### src/rtl/ea_mon_pkg.sv
// Shared types and width defaults for the event-capture monitor.
// Contents: trigger-mode enum, default bus widths, packed event width helper.
// Imported by event_capture; carries no logic of its own.
package ea_mon_pkg;

  typedef enum logic [1:0] {
    TRIG_MATCH  = 2'd0,
    TRIG_CHANGE = 2'd1,
    TRIG_RISE   = 2'd2,
    TRIG_RSVD   = 2'd3
  } trig_mode_e;

  localparam int PROBE_W_DEF    = 32;
  localparam int ID_W_DEF       = 8;
  localparam int TS_W_DEF       = 32;
  localparam int FIFO_DEPTH_DEF = 16;

  // Event word is {ts, id, probe}, timestamp in the MSBs.
  function automatic int evt_w(input int ts_w, input int id_w, input int probe_w);
    return ts_w + id_w + probe_w;
  endfunction

endpackage

### src/rtl/sync_fifo.sv
// Synchronous FIFO with registered read data updated on each accepted pop.
// Latency: push visible in count/empty/full next cycle; popped head on rd_dat_o next cycle.
// Backpressure: push dropped when full unless a pop is accepted the same cycle; pop on empty ignored.
// Ports: clk/rst (sync, active-high), push_i/push_dat_i, pop_i, rd_dat_o, count_o, empty_o, full_o.
module sync_fifo #(
  parameter int WIDTH = 8,
  parameter int DEPTH = 16
) (
  input  logic                           clk,
  input  logic                           rst,
  input  logic                           push_i,
  input  logic [WIDTH-1:0]               push_dat_i,
  input  logic                           pop_i,
  output logic [WIDTH-1:0]               rd_dat_o,
  output logic [$clog2(DEPTH+1)-1:0]     count_o,
  output logic                           empty_o,
  output logic                           full_o
);

  localparam int AW = $clog2(DEPTH);
  localparam int CW = $clog2(DEPTH+1);

  logic [WIDTH-1:0] mem_q [DEPTH];
  logic [AW-1:0]    wr_ptr_q;
  logic [AW-1:0]    rd_ptr_q;
  logic [CW-1:0]    count_q;
  logic [WIDTH-1:0] rd_dat_q;
  logic             rd_en;
  logic             wr_en;

  assign empty_o  = (count_q == '0);
  assign full_o   = (count_q == CW'(DEPTH));
  assign count_o  = count_q;
  assign rd_dat_o = rd_dat_q;

  assign rd_en = pop_i && !empty_o;
  // A pop in the same cycle frees the slot, so a full FIFO still takes the push.
  assign wr_en = push_i && (!full_o || rd_en);

  always_ff @(posedge clk) begin
    if (rst) begin
      wr_ptr_q <= '0;
      rd_ptr_q <= '0;
      count_q  <= '0;
      rd_dat_q <= '0;
    end else begin
      if (wr_en) begin
        wr_ptr_q <= wr_ptr_q + 1'b1;
      end
      if (rd_en) begin
        rd_ptr_q <= rd_ptr_q + 1'b1;
        rd_dat_q <= mem_q[rd_ptr_q];
      end
      case ({wr_en, rd_en})
        2'b10:   count_q <= count_q + 1'b1;
        2'b01:   count_q <= count_q - 1'b1;
        default: count_q <= count_q;
      endcase
    end
  end

  // When full, wr_ptr == rd_ptr; the read above sees the old entry before this write lands.
  always_ff @(posedge clk) begin
    if (wr_en && !rst) begin
      mem_q[wr_ptr_q] <= push_dat_i;
    end
  end

endmodule

### src/rtl/event_capture.sv
// Probe capture engine: masked trigger evaluation, timestamp/ID stamping, event FIFO.
// Latency: capture in cycle N is counted from N+1; pop in N shows evt_data from N+1.
// Backpressure: captures while full with no pop are dropped and flagged in the overflow sticky.
// Ports: clk/rst, probe, en/arm, trig_mode/value/mask, evt_pop, evt_data/evt_valid, FIFO status, stickies.
module event_capture
  import ea_mon_pkg::*;
#(
  parameter int PROBE_W    = PROBE_W_DEF,
  parameter int ID_W       = ID_W_DEF,
  parameter int TS_W       = TS_W_DEF,
  parameter int FIFO_DEPTH = FIFO_DEPTH_DEF
) (
  input  logic                                   clk,
  input  logic                                   rst,
  input  logic [PROBE_W-1:0]                     probe,
  input  logic                                   en,
  input  logic                                   arm,
  input  logic [1:0]                             trig_mode,
  input  logic [PROBE_W-1:0]                     trig_value,
  input  logic [PROBE_W-1:0]                     trig_mask,
  input  logic                                   evt_pop,
  output logic [evt_w(TS_W, ID_W, PROBE_W)-1:0]  evt_data,
  output logic                                   evt_valid,
  output logic                                   fifo_empty,
  output logic                                   fifo_full,
  output logic [$clog2(FIFO_DEPTH+1)-1:0]        fifo_count,
  output logic                                   triggered_sticky,
  output logic                                   fifo_overflow_sticky
);

  localparam int EW = evt_w(TS_W, ID_W, PROBE_W);

  logic               en_q;
  logic [TS_W-1:0]    ts_q, ts_d;
  logic [ID_W-1:0]    id_q, id_d;
  logic [PROBE_W-1:0] probe_prev_q;
  logic               match_prev_q, match_prev_d;
  logic               trig_sticky_q, trig_sticky_d;
  logic               ovf_sticky_q, ovf_sticky_d;

  logic               en_rise;
  logic               match;
  logic               qualify;
  logic               capture;
  logic               pop_acc;
  logic               push_acc;
  logic               overflow;
  logic [EW-1:0]      push_word;

  assign en_rise = en && !en_q;
  assign match   = (((probe ^ trig_value) & trig_mask) == '0);

  always_comb begin
    qualify = 1'b0;
    case (trig_mode_e'(trig_mode))
      TRIG_MATCH:  qualify = match;
      TRIG_CHANGE: qualify = (((probe ^ probe_prev_q) & trig_mask) != '0);
      TRIG_RISE:   qualify = match && !match_prev_q;
      default:     qualify = 1'b0;
    endcase
  end

  assign capture   = en && arm && qualify;
  assign pop_acc   = evt_pop && !fifo_empty;
  assign push_acc  = capture && (!fifo_full || pop_acc);
  assign overflow  = capture && fifo_full && !pop_acc;
  assign push_word = {ts_q, id_q, probe};

  always_comb begin
    ts_d          = ts_q;
    id_d          = id_q;
    match_prev_d  = en ? match : 1'b0;
    trig_sticky_d = trig_sticky_q;
    ovf_sticky_d  = ovf_sticky_q;

    if (en_rise) begin
      ts_d = '0;
    end else if (en) begin
      ts_d = ts_q + 1'b1;
    end

    // The pushed word already carries the old id; the rising edge restarts numbering.
    if (en_rise) begin
      id_d = '0;
    end else if (push_acc) begin
      id_d = id_q + 1'b1;
    end

    // Set wins over the enable-edge clear.
    if (capture) begin
      trig_sticky_d = 1'b1;
    end else if (en_rise) begin
      trig_sticky_d = 1'b0;
    end

    if (overflow) begin
      ovf_sticky_d = 1'b1;
    end else if (en_rise) begin
      ovf_sticky_d = 1'b0;
    end
  end

  always_ff @(posedge clk) begin
    if (rst) begin
      en_q          <= 1'b0;
      ts_q          <= '0;
      id_q          <= '0;
      probe_prev_q  <= '0;
      match_prev_q  <= 1'b0;
      trig_sticky_q <= 1'b0;
      ovf_sticky_q  <= 1'b0;
    end else begin
      en_q          <= en;
      ts_q          <= ts_d;
      id_q          <= id_d;
      probe_prev_q  <= probe;
      match_prev_q  <= match_prev_d;
      trig_sticky_q <= trig_sticky_d;
      ovf_sticky_q  <= ovf_sticky_d;
    end
  end

  sync_fifo #(
    .WIDTH (EW),
    .DEPTH (FIFO_DEPTH)
  ) u_fifo (
    .clk        (clk),
    .rst        (rst),
    .push_i     (push_acc),
    .push_dat_i (push_word),
    .pop_i      (evt_pop),
    .rd_dat_o   (evt_data),
    .count_o    (fifo_count),
    .empty_o    (fifo_empty),
    .full_o     (fifo_full)
  );

  assign evt_valid            = !fifo_empty;
  assign triggered_sticky     = trig_sticky_q;
  assign fifo_overflow_sticky = ovf_sticky_q;

endmodule
### config.mk
export PLATFORM = sky130hd
export DESIGN_NAME = event_capture
export DESIGN_NICKNAME = d
export VERILOG_FILES = /design/src/rtl/ea_mon_pkg.sv /design/src/rtl/sync_fifo.sv /design/src/rtl/event_capture.sv
export SDC_FILE = /design/constraint.sdc
export NUM_CORES = 1
export LEC_CHECK = 0
export CORE_ASPECT_RATIO = 0.75
export CORE_MARGIN = 1
export CORE_UTILIZATION = 25
export DETAILED_ROUTE_END_ITERATION = 8
export DONT_BUFFER_PORTS = 1
export HOLD_SLACK_MARGIN = 0.03
export SYNTH_ARGS = -nofsm -noshare
export SYNTH_HDL_FRONTEND = slang
export SYNTH_HIERARCHICAL = 1
export SYNTH_SLANG_ARGS = --single-unit
export TNS_END_PERCENT = 50
### constraint.sdc
create_clock -name clk -period 5.5 [get_ports clk]
set_input_delay 0.55 -clock clk [delete_from_list [all_inputs] [get_ports clk]]
set_output_delay 0.55 -clock clk [all_outputs]
set_load 0.02 [all_outputs]
### Yosys cells after proc, flatten, opt, wreduce, memory -nomap -nowiden

Memories as Yosys holds them, arrays and structs flattened. A register that Yosys moved wholly into a read port is not among the register bits.
Cells that the tools add are included.

* RAM bits: 1152
* word-level logic and storage cells: 60
* bits in registers: 89
* memories kept: 1

* bitwise logic cells: 5
* $add $sub $neg: 6
* reduce and logical (&&, ||, !) cells: 26
* multiplexer cells: 7
* eq/ne operators: 5

Memory list
* u_fifo.mem_q: words 16, width 72, read ports 1, clocked after Yosys merged registers in 1, write ports 1, RTL line sync_fifo.sv:23 `logic [WIDTH-1:0] mem_q [DEPTH];`

Operators with widths (count)
* AND 32 bit: 2
* bitwise XOR 32 bit: 2
* adder 32 x 1 -> 32 bit, second input constant: 1
* zero test 32 bit: 1
* nonzero test 32 bit: 1
* logical AND 1 bit: 10
* one-hot mux 5 bit (2 select lines): 1
* adder 4 x 1 -> 4 bit, second input constant: 2
* adder 8 x 1 -> 8 bit, second input constant: 1
* zero test 1 bit: 6
* nonzero test 2 bit: 3
* adder 5 x 1 -> 5 bit, second input constant: 1
* equality test 5 bit, second input constant: 1
* zero test 5 bit: 1
* two-way mux 1 bit: 5
* subtractor 5 x 1 -> 5 bit, second input constant: 1
* equality test 2 x 1 -> 1 bit, second input constant: 2
* equality test 2 bit, second input constant: 2
* OR reduction 2 bit: 2
* one-hot mux 1 bit (3 select lines): 1
* zero test 2 bit: 1
* logical OR 1 bit: 1
* inverter 1 bit: 1

### Depth between registers and ports, before layout

* depth after elaboration: 11
* gate-level depth with buffers: 15

### Modules after synthesis

Netlist, hierarchy kept.

Modules (own cells, without submodules)
* sync_fifo: area each 46579.7 um2, instances 1, cells an instance 2023
* event_capture: area each 3691.0 um2, instances 1, cells an instance 394

### Least setup slack after synthesis

OpenSTA, ideal clock, no wires.

* path kind: reg-to-reg
* start point: register u_fifo.count_q[4] (netlist: u_fifo/count_o[4])
* end point: memory u_fifo/mem_q[0][0] in the netlist's numbering, enable pin
* setup slack: -0.331 ns
* arrival time: 5.328 ns
* buffers on the path: 2
* setup time: 0.503 ns
* cell stages (with the launch flop): 10
* cell sequence: dfxtp_1 > clkbuf_1 > nor2_1 > o21ai_0 > inv_1 > o32ai_4 > buf_8 > o31a_1 > nand2_1 > nor2_1

* cells in the longest elaborated chain, start to end: 9

Ends and longest elaborated chain
* from (decl): RTL line sync_fifo.sv:26 `logic [CW-1:0] count_q;`
* from (signal assigned): RTL line sync_fifo.sv:55 `2'b10: count_q <= count_q + 1'b1;`
* from (signal assigned): RTL line sync_fifo.sv:56 `2'b01: count_q <= count_q - 1'b1;`
* from (signal assigned): RTL line sync_fifo.sv:57 `default: count_q <= count_q;`
* zero test 5 bit: RTL line sync_fifo.sv:31 `assign empty_o = (count_q == '0);`
* via fifo_empty: RTL line event_capture.sv:24 `output logic fifo_empty,`
* zero test 1 bit: RTL line event_capture.sv:64 `assign pop_acc = evt_pop && !fifo_empty;`
* logical AND 1 bit: RTL line event_capture.sv:64
* logical OR 1 bit: RTL line event_capture.sv:65 `assign push_acc = capture && (!fifo_full || pop_acc);`
* logical AND 1 bit: RTL line event_capture.sv:65
* via push_acc: RTL line event_capture.sv:46 `logic push_acc;`
* logical AND 1 bit: RTL line sync_fifo.sv:38 `assign wr_en = push_i && (!full_o || rd_en);`
* logical AND 1 bit: RTL line sync_fifo.sv:64 `if (wr_en && !rst) begin`
* two-way mux 1 bit: RTL line sync_fifo.sv:64
* two-way mux 1 bit (not written as such): RTL line sync_fifo.sv:65 `mem_q[wr_ptr_q] <= push_dat_i;`
* to (decl): RTL line sync_fifo.sv:23

The timed path passes the listed nets, and every way through them passes these cells.

### Worst setup path after layout

* start point: register u_fifo.count_q[0] (netlist: u_fifo/count_o[0])
* end point: register u_fifo.count_q[4] (netlist: u_fifo/count_o[4])

* cells in the longest elaborated chain, start to end: 8

Ends and longest elaborated chain
* zero test 5 bit *: RTL line sync_fifo.sv:31
* via fifo_empty: RTL line event_capture.sv:24
* zero test 1 bit *: RTL line sync_fifo.sv:36, event_capture.sv:64
* logical AND 1 bit *: RTL line sync_fifo.sv:36, event_capture.sv:64
* logical OR 1 bit: RTL line sync_fifo.sv:38, event_capture.sv:65
* logical AND 1 bit: RTL line event_capture.sv:65
* logical AND 1 bit: RTL line sync_fifo.sv:38
* equality test 2 x 1 -> 1 bit or equality test 2 bit (tied branches): RTL line sync_fifo.sv:54 `case ({wr_en, rd_en})`
* one-hot mux 5 bit (2 select lines) or nonzero test 2 bit (tied branches)

The timed path passes the listed nets; every way through them passes the cells marked *.
A chain may end at the register's enable or synchronous reset.

==> qor.yml <==
outcome:
  status: "finished clean"
worst_setup_path:
  crit_type: "reg2reg"
  cp_max_fo: 10
  end_kind: "register"
  cp_slowest_cell: "or4_1"
  r2r-start: "u_fifo/count_o[0]"
  start_kind: "register"
  slowest_delay_ps: 840
  path_cells: "or4_1 -> nor2_1 -> o21ai_0 -> nand4_1 -> o32ai_4 -> nand2b_1 -> a21oi_1 -> inv_1 -> fa_1 -> nand2b_1 -> a21oi_1 -> mux2_2 -> a221oi_1"
  cp_data_arrival_time_ps: 5190
  cp-startpoint: "u_fifo/count_o[0]"
  cp.required_ps: 6110
worst_hold_path:
  min_from: "rst"
  hold_class: "in2reg"
synth:
  synth_top_area_share: 0.6881
  synth.net_count: 2531
  yosysWarnings: 6
  seq_area_frac_synth: 0.7523
  synth_top_area_cell: "edfxtp_1"
  async_flop_share: 0
  syn_area_um2: 50270
  synth.most_common_cell: "edfxtp_1"
  synth_area_leaders: "edfxtp_1 (69%), mux4_2 (13%), dfxtp_1 (6.4%), mux2_2 (1.7%), mux2i_1 (1.6%)"
  synth_area_per_cell_um2: 20.80
  netlist-cell-type-count: 55
  synth_edf_count: 1152
  synth_seq_cells: 1313
  ys.flop_type: "edfxtp_1"
  yosys-top-cells-count: "edfxtp_1 (1152), mux4_2 (288), dfxtp_1 (161), nor2_1 (139), xor2_1 (87)"
  syn_inst: 2417
finish:
  final_util: 0.2905
  design_area_um2: 58020
  syn_to_final_growth_pct: 15.41
  nets: 2616
  fill_cells: 19460
  layout-drive-gt1-share: 0.2370
drt:
  drt_iter0_drc: 2066
  route.detailed.drc: 0
  wire_per_inst_um: 23.39
  via_count: 23760
  ant_nets: 0
  drtPass1Iterations: 5
  routed_via_density: 4.504
  routed_wl_mm: 123.4
power_and_ir_drop:
  comb_power_share: 0.132
  p_sw_frac: 0.2531
  p_per_area_nw_per_um2: 390.3
  p_seq_frac: 0.513
  p_leak_nw: 17.49
  intPower_w: 0.01691
  p_switching_w: 0.005730
  vdd_drop_max_mv: 0.2739
  clkPwrFrac: 0.356
grt:
  gr-total-overflow: 0
  grt_pass1_vias: 24860
  grtUsageTotal: 0.1202
  grt_max_degree: 79
  grt_use_met3: 0.02564
  met2_usage: 0.1952
  grt_pass1_wl_mm: 177.6
  grt_use_met1: 0.1633
  antenna_found_initial: 19
  top_usage_layer: "met2"
sta:
  finalHoldViolCount: 0
  max_slew_margin: 0.2020
  finClkSkew_ps: 36.05
  rsz0062_at_grt: "false"
  fin_crit_ps: 4577
  postLayoutSetupSlackWorst_ps: 922.6
  fmax_ghz: 0.2185
  worstMarginPinSlew_ps: 1197
  fin_crit_sh: 0.8323
  drv_slew: 0
  hold_ws_ps: 109.8
  setup_tns_ps: 0
  setup_violations: 0
clock_network:
  cts.root.buffer_cell: "clkbuf_16"
  cts.sinks: 1313
  clock_path_buffers: 3
  cts_resized: 0
  cts_buffers: 115
  post-cts-setup-buffers: 0
  holdBufCountCts: 34
  htree_levels: 3
  cts.clk_slew.worst_paths_ps: 60
  cts_tree: "done"
  clk_latency_ps: 730
run:
  maxCapViolCount: 0
placement:
  port_buffers: 0
  dp_slack_ps: 950.2
  post_dp_cell_area_um2: 53850
  dp_hpwl_mm: 66.00
  globalplace.congestion: 0.7541
floorplan:
  core_um2: 199700
  fp.dieW_um: 519.8
  die-area_um2: 202900
  num_rows: 142
  io_pins: 185
  die_h_um: 390.3
  start_util: 0.2517
## final timing paths
kind / endpoint / slack [ps] / depth (start not counted)
max: u_fifo/count_o[4] / 920 / 13
min: u_fifo/count_o[0] / 110 / 2
max reg2reg: u_fifo/count_o[4] / 920 / 13
min reg2reg: fifo_overflow_sticky / 560 / 2
## through the flow
stage          instances  total power (W)
2_1_floorplan       2417          0.01402
3_3_place_gp        5015          0.01481
5_1_grt             5272          0.02353
3_5_place_dp        5015          0.01482
6_report            5275          0.02264
4_1_cts             5267          0.02297
## placed cells by master, fill, tap and decap left out, types with 3 or more instances in the layout
| cell | Yosys | final |
|---|---|---|
| a21oi_1 | 13 | 13 |
| a221o_1 | 72 | 72 |
| a22oi_1 | 32 | 32 |
| a31oi_1 | 3 | 3 |
| and2_1 | 3 | 3 |
| and3_1 | 4 | 4 |
| and4_1 | 7 | 7 |
| buf_12 | 0 | 27 |
| buf_4 | 1 | 25 |
| bufinv_16 | 0 | 5 |
| clkbuf_1 | 47 | 34 |
| clkbuf_16 | 0 | 115 |
| clkbuf_8 | 0 | 22 |
| clkinv_1 | 0 | 17 |
| clkinv_16 | 0 | 4 |
| clkinv_2 | 0 | 13 |
| dfxtp_1 | 161 | 158 |
| dfxtp_4 | 0 | 3 |
| diode_2 | 0 | 8 |
| dlygate4sd3_1 | 0 | 33 |
| edfxtp_1 | 1152 | 1152 |
| ha_1 | 10 | 10 |
| inv_1 | 13 | 13 |
| mux2_2 | 77 | 77 |
| mux2i_1 | 82 | 82 |
| mux4_2 | 288 | 288 |
| nand2_1 | 29 | 29 |
| nand2b_1 | 11 | 11 |
| nand3_1 | 8 | 8 |
| nand4_1 | 18 | 18 |
| nor2_1 | 139 | 123 |
| nor2_4 | 0 | 16 |
| nor2b_1 | 35 | 35 |
| o21ai_0 | 7 | 7 |
| or3_1 | 7 | 7 |
| xnor2_1 | 9 | 9 |
| xor2_1 | 87 | 87 |
## sequential cells by signal (all words and copies together) (netlist names)
| register | count |
|---|---|
| id_q | 8 |
| u_fifo/wr_ptr_q | 4 |
| u_fifo/rd_ptr_q | 4 |
| u_fifo/rd_dat_o | 72 |
| en_q | 1 |
| ts_q | 32 |
| triggered_sticky | 1 |
| u_fifo/count_o | 5 |
| probe_prev_q | 32 |
| fifo_overflow_sticky | 1 |
| match_prev_q | 1 |
| u_fifo/mem_q | 1152 |
## worst max-delay path: cells and delay by family, from the launching register on
kind                     cells  cell delay [ps]
AND/OR/NAND/NOR              5             1900
AO/OA/AOI/OAI                5             1290
flip-flops                   1              410
adder cells (fa/ha/maj)      1              410
multiplexers                 1              380
buffers and inverters        1              110
## metal layers
| layer | wire length (µm) | up-vias |
|---|---|---|
| met5 | 0 | - |
| met3 | 8535 | 147 |
| met2 | 58600 | 691 |
| met1 | 53550 | 12821 |
| met4 | 2675 | 0 |
| li1 | - | 10101 |
## power groups by stage
stage	sequential, W	combinational (W)	clock (W)
2_1_floorplan	0.0115	0.00252	0
3_3_place_gp	0.0119	0.00293	0
3_5_place_dp	0.0119	0.00294	0
4_1_cts	0.0117	0.00306	0.00824
5_1_grt	0.0117	0.00325	0.00862
6_report	0.0116	0.00298	0.00805
## layout make-up
type,count,area [µm²],area share
antenna,8,20.02,0.0003451
clock buffer,171,3308,0.05702
clock inverter,47,484.2,0.008346
inverter,13,48.80,0.0008411
multi-input combinational,973,11910,0.2052
sequential,1313,37830,0.6520
tap,2664,3333,0.05745
timing repair buffer,86,1086,0.01872
## cell families after synthesis
group | count (synthesis) | share of synthesized area
buffers and inverters | 131 | 0.01344
adder cells (fa/ha/maj) | 11 | 0.002887
XOR/XNOR | 96 | 0.01673
multiplexers | 447 | 0.1626
flip-flops | 1313 | 0.7523
AO/OA/AOI/OAI | 143 | 0.02499
AND/OR/NAND/NOR | 276 | 0.02710
No activity file was read; power rests on OpenSTA's default activity.
